File: src/rtl/motor_pkg.sv
`default_nettype none
// ============================================================================
//  Module      : motor_pkg
//  Description : Shared motor-control definitions. Holds the direction
//                encodings used by the IR-sensor direction sequencer and the
//                step pulse generator, the pulse-generator state type and a
//                helper that classifies motion states.
//  Contents    : FW / BW      direction encodings (1 = forward, 0 = backward)
//                step_state_t pulse generator states
//                is_motion()  true for states that emit step pulses
//  Revision    : 1.0 - initial release
// ============================================================================
package motor_pkg;

    localparam logic FW = 1'b1;
    localparam logic BW = 1'b0;

    typedef enum logic [2:0] {
        IDLE   = 3'd0,
        SETUP  = 3'd1,
        ACCEL  = 3'd2,
        CRUISE = 3'd3,
        DECEL  = 3'd4
    } step_state_t;

    // States in which the period timer runs and STEP pulses are produced.
    function automatic logic is_motion(input step_state_t s);
        return (s == ACCEL) || (s == CRUISE) || (s == DECEL);
    endfunction

endpackage
`default_nettype wire

File: src/rtl/step_period_timer.sv
`default_nettype none
// ============================================================================
//  Module      : step_period_timer
//  Description : Step period counter for the step pulse generator. Counts
//                0..period-1 while the generator is in a motion state, flags
//                the last cycle of each period and produces the registered
//                STEP pulse (high for the first PULSE_W counts of a period).
//  Ports       : CLK        system clock
//                RSTn       asynchronous active-low reset
//                active     generator is in a motion state this cycle
//                active_nxt generator will be in a motion state next cycle
//                period     current step period in CLK cycles
//                step       registered STEP pulse
//                period_end last cycle of the current period
//                step_rise  STEP rises on the coming edge
//  Revision    : 1.0 - initial release
// ============================================================================
module step_period_timer #(
    parameter int PW      = 16,
    parameter int PULSE_W = 100
) (
    input  logic          CLK,
    input  logic          RSTn,
    input  logic          active,
    input  logic          active_nxt,
    input  logic [PW-1:0] period,
    output logic          step,
    output logic          period_end,
    output logic          step_rise
);

    localparam logic [PW-1:0] c_pulse_w = PW'(PULSE_W);
    localparam logic [PW-1:0] c_one     = PW'(1);

    logic [PW-1:0] r_pcnt;
    logic [PW-1:0] w_pcnt_nxt;

    assign period_end = active && (r_pcnt == (period - c_one));

    // The counter restarts at zero on entry to motion, at every period end
    // and whenever motion stops, so a new run always begins at count 0.
    always_comb begin
        w_pcnt_nxt = r_pcnt + c_one;
        if (!active || !active_nxt || period_end) begin
            w_pcnt_nxt = '0;
        end
    end

    // A count of zero in a motion state is exactly the first STEP-high cycle.
    assign step_rise = active_nxt && (w_pcnt_nxt == '0);

    always_ff @(posedge CLK or negedge RSTn) begin
        if (!RSTn) begin
            r_pcnt <= '0;
            step   <= 1'b0;
        end else begin
            r_pcnt <= w_pcnt_nxt;
            step   <= active_nxt && (w_pcnt_nxt < c_pulse_w);
        end
    end

endmodule
`default_nettype wire

File: src/rtl/step_pulse_gen.sv
`default_nettype none
// ============================================================================
//  Module      : step_pulse_gen
//  Description : Stepper driver front end. Turns the sequencer's en/dir
//                request into STEP/DIR/ENABLE with a trapezoidal speed
//                profile (linear period ramp on start and stop, cruise in
//                between). DIR is only ever changed from IDLE, so a direction
//                request mid-run decelerates to a stop and re-runs the setup.
//                Keeps a signed step position for readout.
//  Ports       : CLK       system clock
//                RSTn      asynchronous active-low reset
//                en        motion request (1 = move)
//                dir       requested direction (1 = FW, 0 = BW)
//                step      step pulse to driver
//                dir_out   latched direction to driver
//                drv_en    driver enable
//                at_speed  high while cruising
//                pos       signed step count, wraps modulo 2^POS_W
//  Revision    : 1.0 - initial release
// ============================================================================
module step_pulse_gen
    import motor_pkg::*;
#(
    parameter int PW         = 16,
    parameter int PERIOD_MAX = 20000,
    parameter int PERIOD_MIN = 2000,
    parameter int RAMP_DEC   = 500,
    parameter int PULSE_W    = 100,
    parameter int DIR_SETUP  = 200,
    parameter int POS_W      = 16
) (
    input  logic             CLK,
    input  logic             RSTn,
    input  logic             en,
    input  logic             dir,
    output logic             step,
    output logic             dir_out,
    output logic             drv_en,
    output logic             at_speed,
    output logic [POS_W-1:0] pos
);

    localparam int            c_pw1        = PW + 1;
    localparam logic [PW-1:0] c_period_max = PW'(PERIOD_MAX);
    localparam logic [PW-1:0] c_period_min = PW'(PERIOD_MIN);
    localparam logic [PW-1:0] c_setup_last = PW'(DIR_SETUP - 1);
    localparam logic [PW:0]   c_ramp_w     = c_pw1'(RAMP_DEC);
    localparam logic [PW:0]   c_max_w      = c_pw1'(PERIOD_MAX);
    localparam logic [PW:0]   c_min_w      = c_pw1'(PERIOD_MIN);

    step_state_t   r_state;
    step_state_t   w_state_nxt;
    logic [PW-1:0] r_period;
    logic [PW-1:0] w_period_nxt;
    logic [PW-1:0] r_tmr;
    logic [PW-1:0] w_tmr_nxt;
    logic          w_dir_nxt;

    logic          w_period_end;
    logic          w_step_rise;
    logic          w_go;
    logic [PW:0]   w_add;
    logic [PW:0]   w_sub;
    logic [PW-1:0] w_inc_sat;
    logic [PW-1:0] w_dec_sat;

    // Keep going only if the request still asks for motion in the latched
    // direction; anything else winds the speed back down.
    assign w_go = en && (dir == dir_out);

    // Ramp arithmetic carries one extra bit so a subtraction below zero shows
    // up in the MSB and an addition cannot wrap before saturation.
    assign w_add     = {1'b0, r_period} + c_ramp_w;
    assign w_sub     = {1'b0, r_period} - c_ramp_w;
    assign w_inc_sat = (w_add > c_max_w) ? c_period_max : w_add[PW-1:0];
    assign w_dec_sat = (w_sub[PW] || (w_sub < c_min_w)) ? c_period_min
                                                        : w_sub[PW-1:0];

    always_comb begin
        w_state_nxt  = r_state;
        w_period_nxt = r_period;
        w_tmr_nxt    = r_tmr;
        w_dir_nxt    = dir_out;
        case (r_state)
            IDLE: begin
                if (en) begin
                    w_dir_nxt   = dir;
                    w_tmr_nxt   = '0;
                    w_state_nxt = SETUP;
                end
            end
            SETUP: begin
                if (r_tmr == c_setup_last) begin
                    w_period_nxt = c_period_max;
                    w_state_nxt  = ACCEL;
                end else begin
                    w_tmr_nxt = r_tmr + PW'(1);
                end
            end
            ACCEL: begin
                if (w_period_end) begin
                    if (w_go) begin
                        w_period_nxt = w_dec_sat;
                        if (w_dec_sat == c_period_min) begin
                            w_state_nxt = CRUISE;
                        end
                    end else begin
                        w_period_nxt = w_inc_sat;
                        w_state_nxt  = DECEL;
                    end
                end
            end
            CRUISE: begin
                if (w_period_end && !w_go) begin
                    w_period_nxt = w_inc_sat;
                    w_state_nxt  = DECEL;
                end
            end
            DECEL: begin
                if (w_period_end) begin
                    if (w_go) begin
                        w_period_nxt = w_dec_sat;
                        w_state_nxt  = ACCEL;
                    end else if (w_add >= c_max_w) begin
                        // Slow enough to stop: the period that just ended was
                        // the last one, no further step is issued.
                        w_state_nxt = IDLE;
                    end else begin
                        w_period_nxt = w_add[PW-1:0];
                    end
                end
            end
            default: begin
                w_state_nxt = IDLE;
            end
        endcase
    end

    step_period_timer #(
        .PW      (PW),
        .PULSE_W (PULSE_W)
    ) u_timer (
        .CLK        (CLK),
        .RSTn       (RSTn),
        .active     (is_motion(r_state)),
        .active_nxt (is_motion(w_state_nxt)),
        .period     (r_period),
        .step       (step),
        .period_end (w_period_end),
        .step_rise  (w_step_rise)
    );

    always_ff @(posedge CLK or negedge RSTn) begin
        if (!RSTn) begin
            r_state  <= IDLE;
            r_period <= c_period_max;
            r_tmr    <= '0;
            dir_out  <= FW;
            drv_en   <= 1'b0;
            at_speed <= 1'b0;
            pos      <= '0;
        end else begin
            r_state  <= w_state_nxt;
            r_period <= w_period_nxt;
            r_tmr    <= w_tmr_nxt;
            dir_out  <= w_dir_nxt;
            drv_en   <= (w_state_nxt != IDLE);
            at_speed <= (w_state_nxt == CRUISE);
            if (w_step_rise) begin
                pos <= (dir_out == FW) ? pos + POS_W'(1) : pos - POS_W'(1);
            end
        end
    end

endmodule
`default_nettype wire

File: config.mk
export PLATFORM = sky130hd
export DESIGN_NAME = step_pulse_gen
export DESIGN_NICKNAME = d
export VERILOG_FILES = /design/src/rtl/motor_pkg.sv /design/src/rtl/step_period_timer.sv /design/src/rtl/step_pulse_gen.sv
export SDC_FILE = /design/constraint.sdc
export NUM_CORES = 1
export LEC_CHECK = 0
export BUFFER_PORTS_ARGS = -buffer_cell sky130_fd_sc_hd__buf_4
export CORE_MARGIN = 3
export CORE_UTILIZATION = 40
export CTS_CLUSTER_SIZE = 20
export DETAILED_ROUTE_END_ITERATION = 6
export PLACE_DENSITY = 0.53
export RECOVER_POWER = 50
export REMOVE_ABC_BUFFERS = 1
export SYNTH_ARGS = -nofsm -noshare
export SYNTH_HDL_FRONTEND = slang
export SYNTH_SLANG_ARGS = --single-unit
File: constraint.sdc
create_clock -name CLK -period 4.2 [get_ports CLK]
set_input_delay 1.05 -clock CLK [delete_from_list [all_inputs] [get_ports CLK]]
set_output_delay 1.05 -clock CLK [all_outputs]
set_load 0.02 [all_outputs]
Yosys cells after proc, flatten, opt, wreduce, memory -nomap -nowiden

Cells that the tools add are included.

Register bits after elaboration: 71
Logic and storage cells: 86

$add $sub $neg: 7
$lt $le $gt $ge: 4
Equal/unequal tests: 18
Multiplexer cells: 25
Reductions and logical operators: 23

Operators with widths:

| kind                    | count |
|---|---|
| $mux W16                | 13 |
| $pmux W16 S4            | 1 |
| $add A16 B1 Y16 const B | 3 |
| $pmux W16 S2            | 1 |
| $sub A16 B1 Y16 const B | 2 |
| $mux W3                 | 9 |
| $add A16 B9 Y17 const B | 1 |
| $ge A17 B15 Y1 const B  | 1 |
| $gt A17 B15 Y1 const B  | 1 |
| $lt A17 B11 Y1 const B  | 1 |
| $sub A16 B9 Y17 const B | 1 |
| $eq A16 B11 Y1 const B  | 1 |
| $eq A16 B16 Y1          | 1 |
| $eq A16 B8 Y1 const B   | 1 |
| $logic_not A16 Y1       | 1 |
| $lt A16 B7 Y1 const B   | 1 |
| $pmux W3 S5             | 1 |
| $eq A3 B2 Y1 const B    | 4 |
| $ne A2 B2 Y1 const B    | 4 |
| $logic_or A1 B1 Y1      | 7 |
| $eq A3 B3 Y1 const B    | 2 |
| $reduce_and A6 Y1       | 1 |
| $logic_and A1 B1 Y1     | 5 |
| $ne A2 B1 Y1 const B    | 2 |
| 10 further kinds        | 12 |

Depth between registers and ports, before layout

Gate-level depths: netlist of run 1.

Depth after elaboration: 18
Mapped depth: 13

Modules after synthesis

A second synthesis of run 1 with hierarchy kept.

Cell total of the unflattened synthesis: 735
Area total of the unflattened synthesis: 6297.3 µm²

Modules (own cells, without submodules):

| module            | times used | cells each | area an instance (µm²) |
|---|---|---|---|
| step_pulse_gen    | 1          | 548        | 4688.2 |
| step_period_timer | 1          | 187        | 1609.0 |

Worst setup path before layout of run 1

No wires, ideal clock.

Path type: reg2reg
Start: register r_period[3]
End: register pos[11]
Library setup time: 0.125 ns
Arrival time: 3.183 ns
Required time: 4.075 ns
Setup slack: 0.892 ns
Cell stages (with the launch flop): 13
Path buffers: 3
Cell sequence: dfrtp_1 > clkbuf_1 > inv_1 > ha_1 > clkbuf_1 > nand2b_1 > mux2_2 > a222oi_1 > o211ai_1 > or4b_4 > a31oi_4 > buf_12 > mux2_4

Word-level cells in the longest chain between the ends: 18

RTL lines:

| item                             | RTL line                | RTL |
|---|---|---|
| from (decl)                      | step_pulse_gen.sv:53    | `logic [PW-1:0] r_period;` |
| from (signal assigned)           | step_pulse_gen.sv:156   | `r_period <= c_period_max;` |
| from (signal assigned)           | step_pulse_gen.sv:164   | `r_period <= w_period_nxt;` |
| $sub A16 B9 Y17                  | step_pulse_gen.sv:74    | `assign w_sub = {1'b0, r_period} - c_ramp_w;` |
| $lt A17 B11 Y1                   | step_pulse_gen.sv:76    | `assign w_dec_sat = (w_sub[PW] \|\| (w_sub < c_min_w)) ? c_period_min` |
| $logic_or A1 B1 Y1               | step_pulse_gen.sv:76    |  |
| $mux W16                         | step_pulse_gen.sv:76    |  |
| $eq A16 B11 Y1                   | step_pulse_gen.sv:104   | `if (w_dec_sat == c_period_min) begin` |
| $mux W3                          | step_pulse_gen.sv:104   |  |
| $mux W3                          | step_pulse_gen.sv:102   | `if (w_go) begin` |
| $mux W3                          | step_pulse_gen.sv:101   | `if (w_period_end) begin` |
| $pmux W3 S5                      | step_pulse_gen.sv:84    | `case (r_state)` |
| $eq A3 B2 Y1                     | motor_pkg.sv:28         | `return (s == ACCEL) \|\| (s == CRUISE) \|\| (s == DECEL);` |
| $logic_or A1 B1 Y1 (2 in series) | motor_pkg.sv:28         |  |
| $logic_not A1 Y1                 | step_period_timer.sv:44 | `if (!active \|\| !active_nxt \|\| period_end) begin` |
| $logic_or A1 B1 Y1 (2 in series) | step_period_timer.sv:44 |  |
| $mux W16                         | step_period_timer.sv:44 |  |
| $logic_not A16 Y1                | step_period_timer.sv:50 | `assign step_rise = active_nxt && (w_pcnt_nxt == '0);` |
| $logic_and A1 B1 Y1 (*)          | step_period_timer.sv:50 |  |
| to (signal assigned)             | step_pulse_gen.sv:170   | `pos <= (dir_out == FW) ? pos + POS_W'(1) : pos - POS_W'(1);` |
| to (decl)                        | step_pulse_gen.sv:40    | `output logic [POS_W-1:0] pos` |

Mark *: on every way between the ends. The rest lies on a longest branch, timed or not.
A chain may end at the register's enable or synchronous reset.

Final worst setup path of run 1

Start: register r_period[2]
End: register r_period[5]

Word-level cells in the longest chain between the ends: 7

RTL lines:

| item                        | RTL line |
|---|---|
| $sub A16 B9 Y17             | step_pulse_gen.sv:74 |
| $lt A17 B11 Y1              | step_pulse_gen.sv:76 |
| $logic_or A1 B1 Y1          | step_pulse_gen.sv:76 |
| $mux W16                    | step_pulse_gen.sv:76 |
| $mux W16 (on tied branches) | step_pulse_gen.sv:121, step_pulse_gen.sv:102 |
| $mux W16 (on tied branches) | step_pulse_gen.sv:120, step_pulse_gen.sv:101 |
| $pmux W16 S4                | step_pulse_gen.sv:84 |

Several ways; a longest one is shown, not always the timed one. The select of a mux whose other input is x is not followed.

==> results of run 1 <==
-- worst max-delay path: cells and delay by family (launching register included) --
family | cells | cell delay [ps]
AND/OR/NAND/NOR | 3 | 900
flip-flops | 1 | 610
buffers and inverters | 1 | 120
adder cells (fa/ha/maj) | 1 | 320
AO/OA/AOI/OAI | 5 | 1690
-- worst max-delay path by stage --
stage | end | start | slack [ps] | cells after the start
after floorplan | r_tmr[12]$_DFFE_PN0P_ | en | 500 | 6
after global placement | pos[2]$_DFFE_PN0P_ | r_period[2]$_DFFE_PN0P_ | 620 | 11
after detailed placement | r_period[5]$_DFFE_PN1P_ | r_period[2]$_DFFE_PN0P_ | 580 | 10
after CTS | pos[2]$_DFFE_PN0P_ | r_period[2]$_DFFE_PN0P_ | 550 | 11
after global routing | r_period[5]$_DFFE_PN1P_ | r_period[2]$_DFFE_PN0P_ | 190 | 10
final | r_period[5]$_DFFE_PN1P_ | r_period[2]$_DFFE_PN0P_ | 470 | 10
-- state kept, by name, summed over array words and instances, names as in the netlist --
signal          flops
at_speed            1
dir_out             1
drv_en              1
pos                16
r_period           16
r_state             3
r_tmr              16
u_timer.r_pcnt     16
u_timer.step        1
-- per-layer routing --
| layer | vias up | GRT usage | wire, µm |
|---|---|---|---|
| met5 | - | 0 | 0 |
| met4 | 0 | 0.0574 | 240 |
| met3 | 20 | 0.0375 | 714 |
| met2 | 117 | 0.303 | 6870 |
| met1 | 2508 | 0.268 | 7420 |
| li1 | 2566 | - | - |
-- metrics by stage --
step                setup WS, ps  std cells  power [mW]   util  hold WS (ps)
floorplan                    502        661        1.46      -           478
global placement             620        872        1.66  0.437           489
detailed placement           583        872        1.67  0.437           494
CTS                          550        888        2.55  0.460           507
global route                 188        888        2.68  0.458           522
finish                       475        888        2.51  0.458           494
-- power by group --
| part | switching [mW] | leakage, nW | internal (mW) |
|---|---|---|---|
| combinational | 0.444 | 1.64 | 0.345 |
| clock | 0.322 | 0.157 | 0.526 |
| sequential | 0.105 | 0.934 | 0.766 |
-- synth_stat cells, types with 17 or more instances --
cell,number,area (µm²)
dfrtp_1,65,1630
nor3_1,20,100
xor2_1,38,333
inv_1,21,78.8
nand4_1,17,106
a21oi_1,26,130
o21ai_0,29,145
xnor2_1,42,368
nand3_1,26,130
ha_1,20,250
nand2_1,58,218
nor2_1,77,289
buf_2,18,90.1
-- cell type report --
type | count | area [µm²] | area share
sequential | 71 | 1780 | 0.274
clock buffer | 9 | 225 | 0.0346
multi-input combinational | 569 | 3880 | 0.597
clock inverter | 7 | 103 | 0.0158
timing repair buffer | 31 | 204 | 0.0314
tap | 180 | 225 | 0.0346
inverter | 21 | 78.8 | 0.0121
-- logic make-up (layout without fill, tap and decap cells) --
kind of cell    Yosys count  count (layout)  synth area share
mux                      20              20            0.0428
flops                    71              71             0.299
fa+ha+maj                21              21            0.0453
simple gates            296             296             0.262
xor+xnor                 80              80             0.118
buf+inv                  61              68            0.0496
compound gates          152             152             0.183
==> impl_metrics.ini, run 1 <==
[sta]
tns_ps = 0
min_period_over_period = 0.887
final-setup-viol-count = 0
relSlewSlack = -0.186
hold_violations = 0
rsz0062_at_grt = no
period_minus_slack_ps = 3730
fmax_mhz = 268
worst_pin_slew_ps = 1780
drv_slew = 72
clock_skew_ps = 5.78

[critical_path]
criticalPathCategory = reg2reg
reg2reg_from = r_period[2]$_DFFE_PN0P_
critPathMaxStageDelay_ps = 640
reg2reg_depth = 10
worstPathRequired_ps = 4470
rrSetupSlack_ps = 470
start_kind = register
worstPathCellList = inv_1, ha_1, nand4b_1, o31ai_1, a221o_1, nand3_1, o41ai_4, nor2_1, a21o_1, o31a_1
cp.arrival_ps = 3990
r2r-end = r_period[5]$_DFFE_PN1P_
critPathMaxFanout = 15
cp_slowest_cell = o41ai_4
end_kind = register

[logic_synthesis]
synth_flop_cell = dfrtp_1
synth-seq-cells = 71
ys_seq_area_frac = 0.299
syn_avg_cell_area_um2 = 8.50
yosysWarnings = 0
synth_area_um2 = 5960
synthCells = 701
synth_edf_count = 0
ys_async_sr_fraction = 1.00
ys_types = 81

[routing]
wire_per_inst_um = 17.2
via_per_inst = 5.87
vias = 5211
drc = 0
first_pass_iters = 5
dr.first_iter.drc_count = 449
drtAntennaViolNets = 0
wirelength_um = 15200

[global_routing]
track_usage = 0.192
grt_max_degree = 72
grt_pass1_wl_um = 25600
gr-total-overflow = 0
grt_pass1_vias = 5039
antenna_found_initial = 0

[clock_network]
clk_latency_ps = 340
cts_setup_buffers = 0
clockBufferDepth = 2
ctsHoldBuffers = 0
cts_resized = 0
cts_made_buffers = 9
clkTransAtPathRegs_ps = 60
cts-htree-levels = 3
cts_root_buf = clkbuf_16
cts_sinks = 71
cts_tree = built

[place]
hpwl_um = 11200
gp_congestion = 0.917
io_buffers = 23
place_area_um2 = 6210

[floorplanning]
num_rows = 43
die_area_um2 = 16400
coreArea_um2 = 14200
fp.dieW_um = 128
die_h_um = 128
start_util = 0.420
num_io_pins = 24

[run]
max-cap-violations = 1

[layout]
final_area_um2 = 6500
antennaDiodeCount = 0
area_growth_pct = 9.07
most-common-layout-cells = nor2_1, dfrtp_1, nand2_1, xnor2_1, xor2_1
drive_gt1_frac = 0.127
layout_commonest_cell = nor2_1
fin_nets = 728
fillCellCount = 1405

[min_path]
whs_path_depth = 1
hold_path.startpoint = pos[15]$_DFFE_PN0P_
hold_class = reg2reg
min_to = pos[15]$_DFFE_PN0P_

[run_status]
violations = capacitance limit, slew limit
status = complete, but fails checks

[pwr]
ir_drop_mv = 0.191
p_leak_nw = 2.73
cellPowerDensity_nw_per_um2 = 386
No activity file was read; power rests on OpenSTA's default activity.
==> run 2: changes to the inputs <==
CELL_PAD_IN_SITES_DETAIL_PLACEMENT = 0   (was unset)
CELL_PAD_IN_SITES_GLOBAL_PLACEMENT = 2   (was unset)
CORE_UTILIZATION = 39   (was 40)
PLACE_DENSITY = 0.78   (was 0.53)
SKIP_CTS_REPAIR_TIMING = 1   (was unset)
==> run 2 against run 1 <==
Net effect:
- the flow still finishes with violations (capacitance limit, slew limit)
- hold slack worse by 31 ps
- die area up 2.4%
- sequential share of layout area up 0.10 points
- setup slack better by 28 ps
==> impl_metrics.ini, run 2 (same netlist as run 1, synthesis figures left out) <==
[routing]
wire_per_inst_um = 17.8
dr.first_iter.drc_count = 440
wirelength_um = 15900
drc = 0
first_pass_iters = 5
via_per_inst = 5.84
drtAntennaViolNets = 0
vias = 5210

[clock_network]
cts_tree = built
cts_root_buf = clkbuf_16
clk_latency_ps = 340
cts_sinks = 71
clockBufferDepth = 2
cts-htree-levels = 3
cts_made_buffers = 9
clkTransAtPathRegs_ps = 60

[sta]
relSlewSlack = -0.216
worst_pin_slew_ps = 1820
clock_skew_ps = 6.63
fmax_mhz = 270
drv_slew = 72
tns_ps = 0
final-setup-viol-count = 0
hold_violations = 0
min_period_over_period = 0.880
period_minus_slack_ps = 3700
rsz0062_at_grt = no

[global_routing]
gr-total-overflow = 0
grt_pass1_vias = 4946
grt_pass1_wl_um = 26400
antenna_found_initial = 0
grt_max_degree = 72
track_usage = 0.197

[layout]
layout_commonest_cell = nor2_1
drive_gt1_frac = 0.127
area_growth_pct = 8.67
most-common-layout-cells = nor2_1, dfrtp_1, nand2_1, xnor2_1, xor2_1
final_core_utilization = 0.439
fin_cells = 892
antennaDiodeCount = 0
fin_nets = 728

[floorplanning]
fp.dieW_um = 130
start_util = 0.404
die_area_um2 = 16800
die_h_um = 130
coreArea_um2 = 14800
num_io_pins = 24
num_rows = 44

[critical_path]
critPathMaxStageDelay_ps = 610
critical-path-top-delay-family = compound AO/OA/AOI/OAI gates
crit_buf_inv = 2
start_kind = register
cp_slowest_cell = dfrtp_1
worstPathCellList = inv_1, ha_1, nand2b_1, mux2_2, a221o_1, nor4_1, a41oi_1, a211oi_2, a31oi_4, buf_4, mux2_4
critPathMaxFanout = 15
cp.arrival_ps = 3920
criticalPathCategory = reg2reg
worstPathRequired_ps = 4420
end_kind = register

[run_status]
status = complete, but fails checks
violations = capacitance limit, slew limit

[pwr]
p_leak_nw = 2.73
cellPowerDensity_nw_per_um2 = 377
ir_drop_mv = 0.160

[place]
io_buffers = 23
place_inst = 876
gp_congestion = 0.911
hpwl_um = 11800

[min_path]
hold_class = reg2reg

[run]
max-cap-violations = 1
-- run 2: changes by cell type in the layout (fill, tap and decap cells not counted), sizes merged --
cell,before,now
inv,23,21
clkinv,2,5
bufinv,2,1
-- run 2: layer usage --
metal | track usage | share of wire | vias up
met3 | 0.0247 | 0.040 | 16
met1 | 0.289 | 0.50 | 2507
met5 | 0 | 0 | -
met2 | 0.299 | 0.44 | 128
met4 | 0.0672 | 0.014 | 0
li1 | - | - | 2559
-- run 2: final cells by class --
cell class                 count  area (µm²)
fill                        1480        8280
multi-input combinational    569        3880
sequential                    71        1780
tap                          184         230
clock buffer                   9         225
timing repair buffer          31         204
inverter                      21        78.8
clock inverter                 7        73.8
-- run 2: path summary, 6_finish.rpt --
check	cells after the start	slack (ps)	end	startpoint
setup reg to reg	11	500	pos[4]$_DFFE_PN0P_	r_period[2]$_DFFE_PN0P_
min in group asynchronous	1	1210	pos[0]$_DFFE_PN0P_	RSTn
hold / removal	1	460	pos[15]$_DFFE_PN0P_	pos[15]$_DFFE_PN0P_
max in group asynchronous	1	1930	r_period[8]$_DFFE_PN0P_	RSTn
hold reg to reg	1	460	pos[15]$_DFFE_PN0P_	pos[15]$_DFFE_PN0P_
setup / recovery	11	500	pos[4]$_DFFE_PN0P_	r_period[2]$_DFFE_PN0P_
-- run 2: report_power, final --
group	internal (mW)	total [mW]	switching, mW	leakage [nW]
sequential	0.766	0.883	0.117	0.934
clock	0.460	0.777	0.317	0.145
combinational	0.343	0.781	0.438	1.65
total	1.57	2.44	0.871	2.73
-- run 2: through the flow --
stage | total power, mW | area [µm²] | setup slack (ps) | hold slack, ps
floorplan | 1.46 | 5740 | 502 | 478
global placement | 1.67 | 6210 | 514 | 459
detailed placement | 1.68 | 6210 | 501 | 459
CTS | 2.48 | 6510 | 496 | 470
global route | 2.62 | 6480 | 123 | 493
finish | 2.44 | 6480 | 502 | 463
-- run 2: worst register-to-register path, stage by stage (launching register included) --
cell	delay (ps)
dfrtp_1	610
inv_1	120
ha_1	330
nand2b_1	180
mux2_2	290
a221o_1	350
nor4_1	420
a41oi_1	200
a211oi_2	480
a31oi_4	30
buf_4	240
mux2_4	330
